--- config.mk ---
export PLATFORM = sky130hd
export DESIGN_NAME = ssm_y_stream_out
export DESIGN_NICKNAME = d
export VERILOG_FILES = /design/src/rtl/ssm_y_stream_out.sv
export SDC_FILE = /design/constraint.sdc
export NUM_CORES = 1
export LEC_CHECK = 0
export CAP_MARGIN = 20
export CORE_ASPECT_RATIO = 1.75
export CORE_MARGIN = 3
export CORE_UTILIZATION = 49
export CTS_CLUSTER_SIZE = 25
export DETAILED_ROUTE_END_ITERATION = 8
export GPL_TIMING_DRIVEN = 0
export PLACE_DENSITY = 0.88
export SLEW_MARGIN = 20
export SYNTH_ARGS = -nofsm -noshare
export SYNTH_HDL_FRONTEND = slang
export SYNTH_SLANG_ARGS = --single-unit
--- constraint.sdc ---
create_clock -name clk -period 16.26 [get_ports clk]
set_clock_uncertainty 0.2 [all_clocks]
set_input_delay 3.252 -clock clk [delete_from_list [all_inputs] [get_ports clk]]
set_output_delay 3.252 -clock clk [all_outputs]
set_load 0.01 [all_outputs]
--- src/rtl/ssm_y_stream_out.sv ---
// Output serializer for the SSM block: captures the flat fp16 result bus on done_in
// and streams it one DW-bit word per valid/ready transfer, word 0 first.
module ssm_y_stream_out #(
   parameter int unsigned B  = 1,
   parameter int unsigned H  = 4,
   parameter int unsigned P  = 4,
   parameter int unsigned DW = 16,
   localparam int unsigned NW = B * H * P,
   localparam int unsigned IW = (NW > 1) ? $clog2(NW) : 1
) (
   input  logic             clk,
   input  logic             rst,
   input  logic             done_in,
   input  logic [NW*DW-1:0] y_flat,
   output logic             m_valid,
   input  logic             m_ready,
   output logic [DW-1:0]    m_data,
   output logic [IW-1:0]    m_index,
   output logic             m_last,
   output logic             busy,
   output logic             frame_done,
   output logic             drop_err
);

   typedef enum logic {IDLE, STREAM} state_t;

   state_t          state;
   logic [DW-1:0]   shadow [NW];
   logic            is_last;
   logic            capture;
   logic [IW-1:0]   idx_next;

   assign is_last  = (m_index == IW'(NW - 1));
   // A new frame is accepted when idle, or on the very edge the last word leaves.
   assign capture  = done_in && ((state == IDLE) || (m_ready && is_last));
   assign idx_next = m_index + IW'(1);
   assign m_last   = m_valid && is_last;

   // Shadow copy of the result frame; contents are meaningless until first capture.
   always_ff @(posedge clk) begin
      if (capture) begin
         for (int i = 0; i < int'(NW); i++) begin
            shadow[i] <= y_flat[DW*i +: DW];
         end
      end
   end

   always_ff @(posedge clk or posedge rst) begin
      if (rst) begin
         state      <= IDLE;
         m_valid    <= 1'b0;
         m_data     <= '0;
         m_index    <= '0;
         busy       <= 1'b0;
         frame_done <= 1'b0;
         drop_err   <= 1'b0;
      end else begin
         frame_done <= 1'b0;
         case (state)
            IDLE: begin
               if (capture) begin
                  state   <= STREAM;
                  m_valid <= 1'b1;
                  busy    <= 1'b1;
                  m_index <= '0;
                  m_data  <= y_flat[DW-1:0];
               end
            end
            STREAM: begin
               if (m_ready && is_last) begin
                  frame_done <= 1'b1;
                  if (capture) begin
                     m_index <= '0;
                     m_data  <= y_flat[DW-1:0];
                  end else begin
                     state   <= IDLE;
                     m_valid <= 1'b0;
                     busy    <= 1'b0;
                     m_index <= '0;
                     m_data  <= '0;
                  end
               end else begin
                  // Frame arriving mid-stream cannot be buffered: flag and drop it.
                  if (done_in) drop_err <= 1'b1;
                  if (m_ready) begin
                     m_index <= idx_next;
                     m_data  <= shadow[idx_next];
                  end
               end
            end
         endcase
      end
   end

endmodule

==> results of run 1 <==
==> routing by layer <==
layer	wire length, um	vias up	share of wire (%)
met3	1750	63	6.0
met5	0	-	0
met2	16800	268	58
met1	9250	3262	32
li1	-	2902	-
met4	1330	0	4.6
==> synthesized netlist by cell type <==
cell type  instances  share of area, %
edfxtp_1         256                70
mux2i_1           98               8.9
mux4_2            35               7.1
dfrtp_1           24               5.4
nor3_1            22               1.0
a21o_1            12              0.82
buf_2             12              0.54
o32a_1            11               1.0
o21ai_0            9              0.41
clkbuf_1           8              0.27
mux4_1             7               1.7
nand2_1            6              0.20
a22oi_1            5              0.34
buf_4              5              0.34
inv_1              5              0.17
o311ai_0           5              0.40
or3_1              5              0.28
nand3_1            4              0.18
buf_6              3              0.31
nor2_1             3              0.10
a21oi_1            2             0.091
buf_1              2             0.068
a21boi_1           1             0.068
and2_1             1             0.057
ha_1               1              0.11
nand4_1            1             0.057
xnor2_1            1             0.079
xor2_1             1             0.079
xor2_2             1              0.15
==> registers in the layout (all words and copies together) (netlist names) <==
signal / count
frame_done: 1
m_data: 16
busy: 1
drop_err: 1
m_index: 4
shadow: 256
state: 1
==> critical path, delay by kind of cell, from the launching register on <==
kind	cells	cell delay [ps]
adders and majority gates	1	290
buffers and inverters	1	560
DFF	1	380
and+or+nand+nor	2	270
==> worst paths after layout <==
| kind | from | end | slack [ps] | cells past startpoint |
|---|---|---|---|---|
| max in group asynchronous | rst | m_data[3] | 12170 | 2 |
| worst max register to register | m_index[1] | m_data[0] | 13190 | 8 |
| worst min register to register | drop_err | drop_err | 260 | 1 |
| worst min-delay path | drop_err | drop_err | 260 | 1 |
| min in group asynchronous | rst | m_data[8] | 3050 | 2 |
| worst max-delay path | m_index[1] | m_last | 10780 | 4 |
==> final cells by class <==
type | count | area, sq um | share of cell area [%]
Sequential cell | 280 | 8290 | 53.5
Timing Repair Buffer | 296 | 3170 | 20.5
Multi-Input combinational cell | 231 | 2560 | 16.5
Clock buffer | 31 | 691 | 4.46
Tap cell | 296 | 370 | 2.39
Clock inverter | 17 | 213 | 1.37
Buffer | 30 | 169 | 1.09
Inverter | 5 | 18.8 | 0.121
Antenna cell | 4 | 10.0 | 0.0646
==> kinds of logic after synthesis <==
kind of cell | synth area share, %
AOI/OAI and AO/OA | 3.12
and+or+nand+nor | 1.88
muxes | 17.7
adders and majority gates | 0.113
xor gates and xnor gates | 0.306
buffers and inverters | 1.70
DFF | 75.2
==> power breakdown <==
| part | switching [uW] | total, uW | internal [uW] |
|---|---|---|---|
| clock network | 256 | 639 | 383 |
| registers | 22.3 | 850 | 828 |
| logic | 359 | 731 | 371 |
==> placed cells by master (no fill, tap or decap), types with 5 or more instances in the layout <==
| master | count |
|---|---|
| mux2i_1 | 98 |
| edfxtp_1 | 256 |
| o21ai_0 | 9 |
| buf_4 | 5 |
| a21o_1 | 12 |
| or3_1 | 5 |
| inv_1 | 5 |
| buf_16 | 12 |
| o311ai_0 | 5 |
| nor3_1 | 22 |
| clkdlybuf4s50_1 | 284 |
| clkbuf_16 | 27 |
| clkinv_1 | 5 |
| a22oi_1 | 5 |
| buf_2 | 12 |
| mux4_2 | 35 |
| bufinv_16 | 5 |
| nand2_1 | 6 |
| mux4_1 | 7 |
| o32a_1 | 11 |
| clkbuf_1 | 12 |
| dfrtp_1 | 24 |
==> per-stage QoR <==
step                      total power, uW  utilization, %  setup slack, ps  area [sq um]  cells
after floorplan                      1310               -             5050         11000    546
after global placement               1590            64.3             2300         14200   1126
after detailed placement             1610            65.8            10260         14600   1138
after CTS                            2250            69.9            10750         15500   1186
after global routing                 2310            69.9            10620         15500   1190
final                                2220            69.9            10780         15500   1190
==> run_results.csv, run 1 <==
group,metric,value,unit
run_status,outcome,"complete, no violations",
floorplan,io_pins,285,
placement,dpl.hpwl,21800,um
route,first_pass_iters,5,
clock_network,cts_max_level,1,
timing,finalSetupViolations,0,
power,max-vdd-ir-drop,0.106,mV
grt,overflow,0,
floorplan,die_height,204,um
worst_setup_path,path_cells,"ha_1 > nand3_1 > nor2_1 > clkdlybuf4s50_1",
clock_network,worstSkewPairLatency,530,ps
grt,grt_pass1_vias,7132,
route,drc,0,
worst_setup_path,critPathLaunchType,"flip-flop",
route,wirelength,29100,um
timing,hold_ws,259,ps
floorplan,die_w,119,um
cells_and_area,fillers,1429,
cells_and_area,nets,1131,
clock_network,cts_buffer_depth,3,
worst_setup_path,crit_fanout,5,
logic_synthesis,syn_nets,807,
timing,drv_slew,0,
logic_synthesis,synth.avg_cell_area,20.2,sq um
route,drt_iter0_drc,365,
grt,grt_pass1_wl,42600,um
floorplan,initial_core_util,49.8,%
clock_network,cts_setup_buffers,0,
grt,top_usage_layer,"met2",
route,ant_nets,0,
worst_setup_path,crit_type,"flip-flop to primary output",
power,power_leakage,0.00546,uW
worst_setup_path,crit_required,12810,ps
clock_network,root_buffer,"clkbuf_16",
grt,met1_usage,24.7,%
worst_setup_path,endpoint_kind,"primary output",
placement,gp_routability_congestion,0.813,
timing,final_hold_viol_count,0,
logic_synthesis,synth_seq_cells,280,
floorplan,num_rows,72,
clock_network,cts.clk_slew.worst_paths,60,ps
logic_synthesis,yosysWarnings,0,
route,dr_total_vias,6495,
clock_network,postCtsHoldBufs,0,
timing,fin_setup_tns,0,ps
timing,fin_crit_sh,33.7,%
timing,grt_setup_unrepaired,"no",
route,wl_per_cell,24.5,um
route,via_per_inst,5.46,
run,drv_cap,0,
worst_setup_path,cpPeakStageDelay,560,ps
cells_and_area,area_delta_synth_final,40.5,%
logic_synthesis,yosysUniqueCellTypes,29,
clock_network,cts_tree,"yes",
floorplan,core,22200,sq um
timing,worst_pin_slew,1000,ps
worst_setup_path,cp_slowest_cell,"clkdlybuf4s50_1",
timing,fin_crit,5480,ps
clock_network,cts_made_buffers,26,
clock_network,ctsResizeCount,0,
logic_synthesis,seq_area_frac_synth,75.2,%
grt,antenna_found_initial,4,
timing,fmax,182,MHz
worst_setup_path,cp.arrival,2030,ps
logic_synthesis,synth_area,11000,sq um
grt,grt_util_met2,45.8,%
placement,io_buffers,284,
grt,gr-usage-met3,4.40,%
cells_and_area,drive_gt1_share,12.1,%
floorplan,die-area,24400,sq um
grt,grt_start_max_net_pins,29,
grt,track_usage,23.8,%
clock_network,clock_sinks,280,
worst_hold_path,holdCritPathClass,"flip-flop to flip-flop",
timing,relSlewSlack,33.1,%
power,powerDensity,143,nW/um^2
logic_synthesis,syn_inst,546,
Note: power is estimated with default switching activity, not from simulation.
==> run 2: changes to the inputs <==
CORE_UTILIZATION = 44   (was 49)
PLACE_DENSITY = 0.84   (was 0.88)
clock period = 4.6 ns   (was 16.26 ns; I/O delays follow)
==> run_results.csv, run 2 (same netlist as run 1, synthesis figures left out) <==
group,metric,value,unit
worst_hold_path,holdCritPathClass,"flip-flop to flip-flop",
cells_and_area,largest_register_ffs,256,
route,first_pass_iters,4,
timing,fin_crit,3200,ps
worst_setup_path,worstRegToRegCells,7,
route,via_per_inst,5.32,
worst_setup_path,cp_slowest_cell,"a21oi_4",
route,wl_per_cell,24.2,um
cells_and_area,nets,1131,
floorplan,initial_core_util,44.8,%
placement,gp_routability_congestion,0.777,
cells_and_area,drive_gt1_share,11.7,%
run_status,outcome,"complete, no violations",
grt,antenna_found_initial,9,
cells_and_area,regMostFlops,"shadow",
timing,worst_pin_slew,995,ps
worst_hold_path,hold_path_depth,1,
route,wirelength,29200,um
clock_network,cts_made_buffers,25,
worst_hold_path,hold_end,"drop_err",
placement,dpl.hpwl,22100,um
worst_setup_path,crit_type,"primary input to flip-flop",
clock_network,cts_tree,"yes",
worst_setup_path,critPathLaunchType,"primary input",
worst_setup_path,crit_fanout,28,
route,drt_iter0_drc,479,
clock_network,postCtsHoldBufs,0,
timing,grt_setup_unrepaired,"no",
worst_setup_path,path_cells,"clkdlybuf4s50_1 > nand4_1 > a21oi_4 > buf_16 > buf_16 > buf_16 > buf_16",
cells_and_area,final_cell_mix,"284 x clkdlybuf4s50_1, 256 x edfxtp_1, 98 x mux2i_1, 35 x mux4_2, 25 x clkbuf_16",
worst_setup_path,crit_family,"buffers and inverters",
clock_network,ctsResizeCount,0,
power,powerDensity,499,nW/um^2
grt,grt_pass1_wl,43200,um
worst_setup_path,r2r_slack,1650,ps
clock_network,cts_max_level,1,
clock_network,cts_buffer_depth,3,
route,dr_total_vias,6426,
clock_network,cts_setup_buffers,0,
floorplan,die_w,126,um
timing,fin_crit_sh,69.5,%
route,drc,0,
timing,drv_slew,0,
route,ant_nets,0,
power,p_total,7720,uW
worst_setup_path,crit_top_cell,"buf_16",
worst_setup_path,endpoint_kind,"flip-flop",
power,max-vdd-ir-drop,0.364,mV
placement,place_inst,1154,
clock_network,clock_sinks,280,
grt,grt_start_max_net_pins,29,
cells_and_area,area_delta_synth_final,40.4,%
timing,finalSetupViolations,0,
grt,grt_pass1_vias,7196,
cells_and_area,instances_no_fill,1207,
grt,overflow,0,
worst_setup_path,cp.arrival,3210,ps
cells_and_area,fillers,1737,
run,drv_cap,0,
clock_network,root_buffer,"clkbuf_16",
timing,relSlewSlack,33.5,%
clock_network,worstSkewPairLatency,520,ps
worst_setup_path,rr_startpoint,"m_index[1]",
floorplan,die-area,27100,sq um
clock_network,cts.clk_slew.worst_paths,60,ps
timing,fin_setup_tns,0,ps
floorplan,core,24600,sq um
power,power_leakage,0.00545,uW
cells_and_area,layout_commonest_cell,"clkdlybuf4s50_1",
floorplan,io_pins,285,
floorplan,num_rows,76,
worst_setup_path,r2r-end,"shadow[10][4]",
floorplan,die_height,215,um
grt,track_usage,21.5,%
timing,fmax,313,MHz
worst_setup_path,crit_buf_inv,5,
placement,io_buffers,284,
timing,final_hold_viol_count,0,
worst_hold_path,min-delay-start,"drop_err",
worst_setup_path,crit_required,4620,ps
worst_setup_path,cpPeakStageDelay,650,ps
cells_and_area,largestRegisters,"shadow x256, m_data x16, m_index x4",
cells_and_area,final_core_util,62.9,%
-- run 2: cell types whose count changed in the layout (fill, tap and decap cells not counted), sizes merged --
cell      change
inv           -2
diode         +3
clkinv        +3
clkbuf        -2
clkinvlp      -2
buf           +1
-- run 2: area by class of cell --
cell class / instances / area (sq um) / area share, %
well taps: 312 / 390 / 2.52
plain buffers: 30 / 169 / 1.09
inverters: 5 / 18.8 / 0.121
flip-flops and latches: 280 / 8290 / 53.5
repair buffers: 297 / 3200 / 20.7
diodes: 7 / 17.5 / 0.113
clock inverters: 16 / 196 / 1.27
clock buffers: 29 / 641 / 4.14
multi-input cells: 231 / 2560 / 16.5
-- run 2: worst max-delay path by stage --
| stage | from | endpoint | depth (start not counted) |
|---|---|---|---|
| 2_1_floorplan | m_ready | m_data[0] | 4 |
| 3_3_place_gp | m_ready | m_data[2] | 5 |
| 3_5_place_dp | m_ready | shadow[10][4] | 7 |
| 4_1_cts | m_index[1] | m_last | 4 |
| 5_1_grt | m_index[1] | m_last | 4 |
| 6_report | m_ready | shadow[10][4] | 7 |
-- run 2: metrics by stage --
step                      worst slack [ps]  cell area, sq um  hold slack, ps
after floorplan                      -1480             11000             293
after global placement               -3430             14300             249
after detailed placement               876             14600             257
after CTS                             1400             15400             268
after global routing                  1290             15500             300
final                                 1400             15500             268
-- run 2: power by group --
group	total, uW	switching, uW	internal, uW	leakage [uW]
combinational	2570	1260	1310	0.00246
sequential	3000	75.2	2930	0.00258
clock	2150	878	1270	0.000410
total	7720	2210	5510	0.00545
-- run 2: metal layers --
layer | global-route usage, % | wire [um]
met5 | 0 | 28
met2 | 41.7 | 16800
met1 | 22.1 | 9500
met4 | 9.73 | 1300
met3 | 3.64 | 1640
